--- src/rtl/img_stream_gen.sv ---
// -----------------------------------------------------------------------------
// img_stream_gen
//
// Streams one frame of 8-bit grayscale pixels on request. The frame is built
// from a V_FRONT lead-in, IMG_VDISP rows of (H_BLANK idle + IMG_HDISP active)
// cycles, and a V_BACK tail. During active cycles the block reads pixel memory
// in row-major order. The video outputs are the internal sync/valid signals
// delayed by two registers, so that they line up with the memory read data.
//
// Parameters:
//   IMG_HDISP  active pixels per row
//   IMG_VDISP  active rows per frame
//   H_BLANK    href-low cycles before each row (>= 1)
//   V_FRONT    cycles from vsync rise to the first row's blanking (0 = none)
//   V_BACK     cycles after the last pixel before vsync falls   (0 = none)
//
// Ports:
//   clk         sole clock, rising edge
//   rst         synchronous, active-high reset
//   start       single-cycle frame request (accepted only when idle, busy=0)
//   pattern_en  (IMG_STREAM_GEN_PATTERN_EN only) test-pattern select,
//               sampled when start is accepted
//   busy        high from the cycle after start until img_vsync falls
//   frame_done  one-cycle pulse in the cycle img_vsync falls
//   rd_en       pixel memory read strobe
//   rd_addr     pixel address, row-major
//   rd_data     read data, valid one cycle after rd_en
//   img_vsync   frame valid
//   img_href    pixel valid
//   img_gray    pixel value, 0 whenever img_href=0
//
// Optional feature: define IMG_STREAM_GEN_PATTERN_EN to add pattern_en. When
// a frame starts with pattern_en=1, pixels are (row+col) mod 256 instead of
// memory data, rd_en stays low, and timing is unchanged.
// -----------------------------------------------------------------------------
module img_stream_gen #(
    parameter int IMG_HDISP = 640,
    parameter int IMG_VDISP = 480,
    parameter int H_BLANK   = 10,
    parameter int V_FRONT   = 5,
    parameter int V_BACK    = 1
) (
    input  logic                                    clk,
    input  logic                                    rst,
    input  logic                                    start,
`ifdef IMG_STREAM_GEN_PATTERN_EN
    input  logic                                    pattern_en,
`endif
    output logic                                    busy,
    output logic                                    frame_done,
    output logic                                    rd_en,
    output logic [$clog2(IMG_HDISP*IMG_VDISP)-1:0]  rd_addr,
    input  logic [7:0]                              rd_data,
    output logic                                    img_vsync,
    output logic                                    img_href,
    output logic [7:0]                              img_gray
);

    localparam int NPIX    = IMG_HDISP * IMG_VDISP;
    localparam int AW      = $clog2(NPIX);
    localparam int M1      = (V_FRONT > H_BLANK) ? V_FRONT : H_BLANK;
    localparam int M2      = (V_BACK > IMG_HDISP) ? V_BACK : IMG_HDISP;
    localparam int CNT_MAX = (M1 > M2) ? M1 : M2;
    localparam int CNT_W   = (CNT_MAX > 1) ? $clog2(CNT_MAX) : 1;
    localparam int ROW_W   = (IMG_VDISP > 1) ? $clog2(IMG_VDISP) : 1;

    typedef enum logic [2:0] {
        IDLE   = 3'd0,
        VFRONT = 3'd1,
        HBLANK = 3'd2,
        ACTIVE = 3'd3,
        VBACK  = 3'd4
    } state_t;

    state_t             state, state_d;
    logic [CNT_W-1:0]   cnt, cnt_d;       // phase counter; column index in ACTIVE
    logic [ROW_W-1:0]   row, row_d;
    logic               accept;
    logic               vsync_int;
    logic               href_int;
    logic               pat_mode;

    // Pipeline: stage p0 is one cycle after the read strobe (rd_data valid),
    // stage p1 drives the video outputs.
    logic               vsync_p0, vsync_p1;
    logic               vld_p0, vld_p1;
    logic [7:0]         gray_p1;
    logic [7:0]         gray_src;
    logic               done_q;

    // Test-pattern pixel value; the sum is taken wide and wrapped to 8 bits.
    function automatic logic [7:0] pat_pix(input logic [ROW_W-1:0] r,
                                           input logic [CNT_W-1:0] c);
        logic [31:0] s;
        s = 32'(r) + 32'(c);
        return s[7:0];
    endfunction

    // ------------------------------------------------------------------
    // Frame sequencer
    // ------------------------------------------------------------------
    always_comb begin
        state_d = state;
        cnt_d   = cnt;
        row_d   = row;
        accept  = 1'b0;
        case (state)
            IDLE: begin
                cnt_d = '0;
                row_d = '0;
                // busy also covers the output-pipeline drain and the
                // frame_done cycle, so start is ignored until fully idle.
                if (start && !busy) begin
                    accept  = 1'b1;
                    state_d = (V_FRONT > 0) ? VFRONT : HBLANK;
                end
            end
            VFRONT: begin
                if (cnt == CNT_W'(V_FRONT - 1)) begin
                    cnt_d   = '0;
                    state_d = HBLANK;
                end else begin
                    cnt_d = cnt + CNT_W'(1);
                end
            end
            HBLANK: begin
                if (cnt == CNT_W'(H_BLANK - 1)) begin
                    cnt_d   = '0;
                    state_d = ACTIVE;
                end else begin
                    cnt_d = cnt + CNT_W'(1);
                end
            end
            ACTIVE: begin
                if (cnt == CNT_W'(IMG_HDISP - 1)) begin
                    cnt_d = '0;
                    if (row == ROW_W'(IMG_VDISP - 1)) begin
                        row_d   = '0;
                        state_d = (V_BACK > 0) ? VBACK : IDLE;
                    end else begin
                        row_d   = row + ROW_W'(1);
                        state_d = HBLANK;
                    end
                end else begin
                    cnt_d = cnt + CNT_W'(1);
                end
            end
            VBACK: begin
                if (cnt == CNT_W'(V_BACK - 1)) begin
                    cnt_d   = '0;
                    state_d = IDLE;
                end else begin
                    cnt_d = cnt + CNT_W'(1);
                end
            end
            default: begin
                cnt_d   = '0;
                row_d   = '0;
                state_d = IDLE;
            end
        endcase
    end

    always_ff @(posedge clk) begin
        if (rst) begin
            state <= IDLE;
            cnt   <= '0;
            row   <= '0;
        end else begin
            state <= state_d;
            cnt   <= cnt_d;
            row   <= row_d;
        end
    end

    assign vsync_int = (state != IDLE);
    assign href_int  = (state == ACTIVE);
    assign rd_en     = href_int && !pat_mode;

`ifdef IMG_STREAM_GEN_PATTERN_EN
    logic [7:0] pat_p0;

    always_ff @(posedge clk) begin
        if (rst) begin
            pat_mode <= 1'b0;
            pat_p0   <= '0;
        end else begin
            if (accept) pat_mode <= pattern_en;
            pat_p0 <= pat_pix(row, cnt);
        end
    end

    assign gray_src = pat_mode ? pat_p0 : rd_data;
`else
    assign pat_mode = 1'b0;
    assign gray_src = rd_data;
`endif

    // Address wraps after the last pixel so the next frame restarts at 0.
    always_ff @(posedge clk) begin
        if (rst) begin
            rd_addr <= '0;
        end else if (rd_en) begin
            if (rd_addr == AW'(NPIX - 1)) rd_addr <= '0;
            else                          rd_addr <= rd_addr + AW'(1);
        end
    end

    // ------------------------------------------------------------------
    // Stage p0: read data arrives
    // ------------------------------------------------------------------
    always_ff @(posedge clk) begin
        if (rst) begin
            vsync_p0 <= 1'b0;
            vld_p0   <= 1'b0;
        end else begin
            vsync_p0 <= vsync_int;
            vld_p0   <= href_int;
        end
    end

    // ------------------------------------------------------------------
    // Stage p1: video outputs
    // ------------------------------------------------------------------
    always_ff @(posedge clk) begin
        if (rst) begin
            vsync_p1 <= 1'b0;
            vld_p1   <= 1'b0;
            gray_p1  <= '0;
            done_q   <= 1'b0;
        end else begin
            vsync_p1 <= vsync_p0;
            vld_p1   <= vld_p0;
            gray_p1  <= vld_p0 ? gray_src : 8'd0;
            // Registered fall detect lands exactly in the cycle img_vsync drops.
            done_q   <= vsync_p1 && !vsync_p0;
        end
    end

    assign img_vsync  = vsync_p1;
    assign img_href   = vld_p1;
    assign img_gray   = gray_p1;
    assign frame_done = done_q;
    assign busy       = vsync_int | vsync_p0 | vsync_p1 | done_q;

endmodule

--- config.mk ---
export PLATFORM = sky130hd
export DESIGN_NAME = img_stream_gen
export DESIGN_NICKNAME = d
export VERILOG_FILES = /design/src/rtl/img_stream_gen.sv
export SDC_FILE = /design/constraint.sdc
export NUM_CORES = 1
export LEC_CHECK = 0
export ABC_AREA = 0
export BUFFER_PORTS_ARGS = -buffer_cell sky130_fd_sc_hd__buf_2
export CAP_MARGIN = 20
export CORE_MARGIN = 4
export CORE_UTILIZATION = 30
export CTS_BUF_LIST = sky130_fd_sc_hd__clkbuf_8
export DETAILED_ROUTE_END_ITERATION = 6
export SETUP_SLACK_MARGIN = 0.02
export SLEW_MARGIN = 0
export SYNTH_ARGS = -nofsm -noshare
export SYNTH_HDL_FRONTEND = slang
export SYNTH_SLANG_ARGS = --single-unit
--- constraint.sdc ---
create_clock -name clk -period 2.5 [get_ports clk]
set_clock_uncertainty 0.05 [all_clocks]
set_input_delay 0.375 -clock clk [delete_from_list [all_inputs] [get_ports clk]]
set_output_delay 0.375 -clock clk [all_outputs]
set_load 0.02 [all_outputs]
# Word-level counts from Yosys, hierarchy flattened
# Index checks and enable logic that the tools add are counted.
[totals]
ff_bits = 54
input_bits = 11
[classes]
eq_ne = 14
addsub = 3
n_mux = 16
reduce_logical = 11
bitwise_logic = 5
[ops]
columns = ["cell", "count"]
rows = [
  ["10-bit 2-to-1 mux", 4],
  ["10-bit one-hot mux with 4 select lines", 1],
  ["19-bit by 1-bit adder with 19-bit output (second input constant)", 1],
  ["19-bit equality test (second input constant)", 1],
  ["19-bit 2-to-1 mux", 1],
  ["3-bit 2-to-1 mux", 6],
  ["9-bit 2-to-1 mux", 2],
  ["9-bit one-hot mux with 2 select lines", 1],
  ["3-bit one-hot mux with 5 select lines", 1],
  ["10-bit by 1-bit adder with 10-bit output (second input constant)", 1],
  ["10-bit equality test (second input constant)", 1],
  ["10-bit by 3-bit equality test with 1-bit output (second input constant)", 1],
  ["10-bit by 4-bit equality test with 1-bit output (second input constant)", 1],
  ["10-bit zero test", 1],
  ["9-bit by 1-bit adder with 9-bit output (second input constant)", 1],
  ["9-bit equality test (second input constant)", 1],
  ["2-bit inequality test (second input constant)", 4],
  ["3-bit by 2-bit equality test with 1-bit output (second input constant)", 2],
  ["5-bit AND reduction", 1],
  ["3-bit by 1-bit equality test with 1-bit output (second input constant)", 1],
  ["3-bit equality test (second input constant)", 1],
  ["3-bit zero test", 1],
  ["1-bit bitwise OR", 3],
  ["3-bit nonzero test", 1],
  ["7 further kinds", 10],
]

# Longest topological paths before layout
# Gate-level depths: netlist (run 1).
[logic_depth]
depth_word = 8
mapped_depth = 7

# Worst setup path after synthesis (run 1)
# OpenSTA, ideal clock, no wires.
[synth_path]
path_kind = "flip-flop to flip-flop"
from = "register rd_addr[7]"
to = "register rd_addr[10]"
n_path_buf = 1
t_arrival_ns = 1.749
path_slack_ns = 0.584
setup_ns = 0.117
stages_incl_launch_ff = 6
synth_period_minus_slack_ns = 1.916
path_cell_list = "dfxtp_1 nand4_1 nor4_1 a41o_1 buf_2 nor2_1"
[synth_via]
elab_chain_cells = 2
[synth_lines]
columns = ["element", "line_no", "rtl"]
rows = [
  ["from (decl)", "52", "output logic [$clog2(IMG_HDISP*IMG_VDISP)-1:0] rd_addr,"],
  ["from (signal assigned)", "205", "else rd_addr <= rd_addr + AW'(1);"],
  ["19-bit by 1-bit adder with 19-bit output / 19-bit equality test (equally long branches)", "205, 204", ""],
  ["19-bit 2-to-1 mux (*)", "204", "if (rd_addr == AW'(NPIX - 1)) rd_addr <= '0;"],
]
# Every way passes the cells marked *; elsewhere a longest branch is shown, timed or not.
# A chain may end at the register's enable or synchronous reset.

# Final worst setup path (run 1)
[layout_path]
from = "register state[2]"
to = "output port rd_en"
[layout_via]
elab_chain_cells = 1
[layout_lines]
columns = ["element", "line_no", "rtl"]
rows = [
  ["from (decl)", "75", "state_t state, state_d;"],
  ["from (signal assigned)", "170", "state <= state_d;"],
  ["3-bit by 2-bit equality test with 1-bit output", "177", "assign href_int = (state == ACTIVE);"],
  ["to (decl)", "51", "output logic rd_en,"],
]
# Every way passes these cells.

==> results.cfg, run 1 <==
[outcome]
outcome = finished, final reports clean

[timing]
finalSetupViolations = 0
rsz0062_at_grt = false
drv_slew = 0
setup_tns_ns = 0
worstMarginPinSlew_ns = 0.672
fin_crit_sh_pct = 86.3
fmax_ghz = 0.464
relSlewSlack_pct = 54.8
min_period_ns = 2.16
final_hold_viol_count = 0

[die]
initial_core_util_pct = 30.9
coreArea_mm2 = 0.00777
die_h_um = 97.4
fp.dieArea_mm2 = 0.00949
pin_count = 43
row_count = 32
die_x_um = 97.4

[placed_design]
hpwl_um = 3680
dp_cells = 419
routabilityCongestion = 0.803
io_buffers = 42

[synth]
yosys_register_bits = 54
synthTopCellsByCount = 54 x dfxtp_1, 45 x nor2_1, 22 x nand2_1
synth_enable_flop_cells = 0
synth_top_cell_area_share_pct = 45.1
ys_seq_area_share_pct = 45.1
post-synth-top-count-cell = dfxtp_1
syn_inst = 279
ys.flop_type = dfxtp_1
netlist_area_mm2 = 0.00240
synth_cell_types = 45
synthesis.nets = 295
synth_largest_area_cell = dfxtp_1
netlist_top_cells_area = dfxtp_1 45%, nor2_1 7.0%, xor2_1 6.6%
yosysWarnings = 0
syn-mean-instance-area_um2 = 8.60
async_flop_share_pct = 0

[power]
p_per_area_mw_per_mm2 = 639
cellLeakagePower_nw = 1.11
ir_drop_mv = 0.235

[critical_path]
crit_arrival_ns = 1.73
r2r_cells = 6
start_kind = flip-flop
cp_max_fo = 9
r2r-end = row[5]
required_ns = 2.08
path_class = flip-flop to primary output
r2r-start = cnt[0]
crit_path_end_kind = primary output
r2r_setup_slack_ns = 0.40

[clock_network]
cts_max_level = 2
post_cts_buffers = 0
numCtsBuffers = 5
cts_sinks = 54
cts_hold_buf = 0
clk_pin_slew_ns = 0.10
cts_buffer_depth = 2
clk_latency_ns = 0.31
clock-root-buffer = clkbuf_8
ctsResizeCount = 0
cts_tree = done

[detailed_routing]
drc_errors = 0
wl_per_cell_um = 11.6
ant_nets = 0
drt-total-wl_um = 4960
via_per_inst = 4.84
drt_iter0_drc = 79
drtPass1Iterations = 4
vias = 2066

[layout]
multi_input_area_mm2 = 0.00123
fin_util_pct = 36.9
n_antenna_cell = 0
drive_gt1_share_pct = 19.1
fillCellCount = 816
finalNonFillerCells = 427
final_nets = 340
ff_latch_area_mm2 = 0.00108
areaGrowthSynthToFinish_pct = 19.6

[global_routing]
grt_pass1_wl_um = 9010
grt_pass1_vias = 1991
antenna_found_initial = 0
grt-ovfl-total = 0
grt_max_degree = 18
grt_usage_pct = 11.2

[hold_path]
hold_depth = 2
holdPathEnd = img_gray[4]
hold_start = rd_data[4]
hp-class = primary input to flip-flop

[flow_run]
drv_cap = 0
==> critical path, stage by stage, from the launching register on <==
cell and delay, ns:
dfxtp_1 0.49, nand3b_1 0.35, clkinv_1 0.32, buf_2 0.25
==> routing by layer <==
layer  up-vias  GRT usage, %  part of all wire, %  wire (um)
li1       1050             -                    -          -
met1       962          14.5                   48       2360
met2        46          17.7                   45       2250
met3         8          2.94                  5.1        251
met4         0          4.26                  1.9         92
met5         -             0                    0          0
==> cell type report <==
cell class	count	share of cell area, %
Multi-Input combinational cell	204	42.8
Clock inverter	3	2.40
Sequential cell	54	37.7
Tap cell	102	4.45
Inverter	12	1.57
Timing Repair Buffer	47	8.64
Clock buffer	5	2.40
==> cell usage in the layout, fill, tap and decap left out, types with 2 or more instances in the layout <==
cell       count
nor3_1         7
o21ai_0       11
or3_1          3
dfxtp_1       54
nand3b_1       2
nand3_1       15
nor2b_1        2
inv_1         11
buf_4          5
nand4b_1       2
clkbuf_8       5
nor4_1         3
ha_1           5
nand2_1       22
or4_1          5
and3_1         3
nor2_1        45
and2_1        10
a31oi_1        3
bufinv_16      2
buf_2         42
nand4_1        6
xor2_1        18
a21oi_1       15
xnor2_1        7
==> state kept, by name (all words and copies together), names as in the netlist <==
signal and count:
rd_addr 19, cnt 10, row 9, img_gray 8, state 3, frame_done 1, img_href 1, img_vsync 1
vld_p0 1, vsync_p0 1
==> stage by stage <==
stage / total power [mW] / cell area, um^2 / worst slack, ns / hold WS, ns
4_1_cts: 1.86 / 2870 / 0.348 / 0.197
3_3_place_gp: 1.16 / 2730 / 0.440 / 0.388
6_report: 1.83 / 2870 / 0.343 / 0.209
3_5_place_dp: 1.16 / 2730 / 0.389 / 0.392
2_1_floorplan: 1.11 / 2400 / 0.584 / 0.364
5_1_grt: 1.93 / 2870 / 0.188 / 0.194
==> cell families after synthesis <==
logic type	count (synthesis)	synth area share (%)
AO/OA/AOI/OAI	43	11.8
XOR/XNOR	25	9.13
adder cells (fa/ha/maj)	5	2.61
buffers and inverters	21	3.70
flip-flops	54	45.1
AND/OR/NAND/NOR	131	27.6
==> power by group <==
group	leakage (nW)	total (mW)	switching [mW]	internal, mW
Clock	0.0683	0.691	0.290	0.401
Sequential	0.435	0.912	0.0320	0.880
Combinational	0.608	0.230	0.136	0.0942
==> worst max-delay path by stage <==
stage | start | cells past startpoint | slack (ns) | end
final | state[2] | 3 | 0.34 | rd_en
after global routing | row[0] | 6 | 0.19 | row[5]
after detailed placement | cnt[0] | 6 | 0.39 | row[5]
after CTS | state[2] | 3 | 0.35 | rd_en
after floorplan | rd_addr[7] | 5 | 0.58 | rd_addr[10]
after global placement | cnt[0] | 6 | 0.44 | row[5]
Power figures use the tool's default switching activity.
==> inputs of run 2 (changes only) <==
CELL_PAD_IN_SITES_DETAIL_PLACEMENT = 1   (was not set)
CELL_PAD_IN_SITES_GLOBAL_PLACEMENT = 1   (was not set)
PLACE_DENSITY_LB_ADDON = 0.1   (was not set)
==> run 2 against run 1 <==
Against the previous run: sequential share of layout area is 0.69 points higher; via count up 0.44%; sequential cell count stayed put; register-to-register slack worse by 0.06 ns; die area unchanged; non-clock buffer count fell by 1; wire length grew 17%; power down 9.2%; hold slack worse by 0.0067 ns; fmax is essentially flat; largest cell class unchanged; highest routed layer unchanged.
==> results.cfg, run 2 (synthesis gave the netlist of run 1 again) <==
[layout]
drive_gt1_share_pct = 18.8
final_cell_mix = 54 x dfxtp_1, 45 x nor2_1, 42 x buf_2, 22 x nand2_1, 18 x xor2_1
finalNonFillerCells = 426
n_antenna_cell = 0
largest_reg_flops = 19
top_regs = rd_addr x19, cnt x10, row x9
finalInstanceArea_mm2 = 0.00282
final_nets = 339
final_common_cell = dfxtp_1
regMostFlops = rd_addr
fillCellCount = 943
areaGrowthSynthToFinish_pct = 17.4

[clock_network]
post_cts_buffers = 0
clock-root-buffer = clkbuf_8
ctsResizeCount = 0
clk_pin_slew_ns = 0.11
cts_tree = done
cts_sinks = 54
cts_max_level = 2
cts_hold_buf = 0
numCtsBuffers = 5
clk_latency_ns = 0.31
cts_buffer_depth = 2

[global_routing]
grt-ovfl-total = 0
grt_usage_pct = 12.6
grt_max_degree = 25
antenna_found_initial = 0
met3_usage_pct = 2.80
gr-usage-met1_pct = 16.2
grt_pass1_vias = 2060
busiest_layer = met2
met2_usage_pct = 21.2
grt_pass1_wl_um = 10000

[placed_design]
pre_cts_slack_ns = 0.322
routabilityCongestion = 0.729
io_buffers = 42
dp_cells = 418
hpwl_um = 4360
place_area_mm2 = 0.00272

[power]
p_per_area_mw_per_mm2 = 591
cellLeakagePower_nw = 1.08
ir_drop_mv = 0.226
total_power_mw = 1.66

[critical_path]
required_ns = 2.70
path_class = flip-flop to flip-flop
crit_path_end_kind = flip-flop
start_kind = flip-flop
crit_arrival_ns = 2.36
cp_max_fo = 12

[detailed_routing]
drtPass1Iterations = 4
wl_per_cell_um = 13.6
drt-total-wl_um = 5780
drt_iter0_drc = 71
vias = 2075
ant_nets = 0
drc_errors = 0
via_per_inst = 4.87

[timing]
worstMarginPinSlew_ns = 0.798
fmax_ghz = 0.463
drv_slew = 0
relSlewSlack_pct = 46.4
min_period_ns = 2.16
finalWorstSetupSlack_ns = 0.341
rsz0062_at_grt = false
setup_tns_ns = 0
final_hold_viol_count = 0
finalSetupViolations = 0
fin_crit_sh_pct = 86.3

[outcome]
outcome = finished, final reports clean

[hold_path]
hp-class = primary input to flip-flop

[die]
row_count = 32
fp.dieArea_mm2 = 0.00949
die_h_um = 97.4
die_x_um = 97.4
coreArea_mm2 = 0.00777
pin_count = 43
initial_core_util_pct = 30.9

[flow_run]
drv_cap = 0
## run 2: cell count changes in the layout (fill, tap and decap cells not counted), sizes merged
cell	delta
bufinv	-2
buf	-1
inv	+1
clkinvlp	+1
## run 2: worst paths after layout
kind                   start  cells past startpoint  slack [ns]     endpoint
setup / recovery      cnt[0]                      6        0.34       row[5]
hold / removal    rd_data[5]                      2        0.20  img_gray[5]
setup reg to reg      cnt[0]                      6        0.34       row[5]
hold reg to reg     vsync_p0                      1        0.40   frame_done
## run 2: power by group
part	internal [mW]	total [mW]	switching, mW
Clock	0.203	0.511	0.308
Combinational	0.0945	0.240	0.146
Sequential	0.880	0.912	0.0320
## run 2: worst max-delay path, stage by stage, from the launching register on
cell     delay (ns)
dfxtp_1        0.41
ha_1           0.21
and3_2         0.27
nand4_4        0.17
o21ba_2        0.34
or4b_1         0.53
a21oi_1        0.13
## run 2: metrics by stage
step / utilization [%] / hold WS [ns]
6_report: 36.3 / 0.202
5_1_grt: 36.3 / 0.191
4_1_cts: 36.3 / 0.193
3_5_place_dp: 35.1 / 0.394
3_3_place_gp: 35.1 / 0.389
2_1_floorplan: - / 0.364
## run 2: area by class of cell
cell class                 count  area (um^2)  share of cell area [%]
multi-input combinational    204         1230                    43.6
inverter                      12         45.0                    1.60
clock buffer                   5         68.8                    2.44
sequential                    54         1080                    38.4
timing repair buffer          46          240                    8.53
tap                          102          128                    4.53
clock inverter                 3         25.0                   0.888
## run 2: per-layer routing
layer | part of all wire [%] | vias up
li1 | - | 1045
met1 | 48 | 995
met2 | 47 | 29
met3 | 3.5 | 6
met4 | 1.3 | 0
met5 | 0 | -
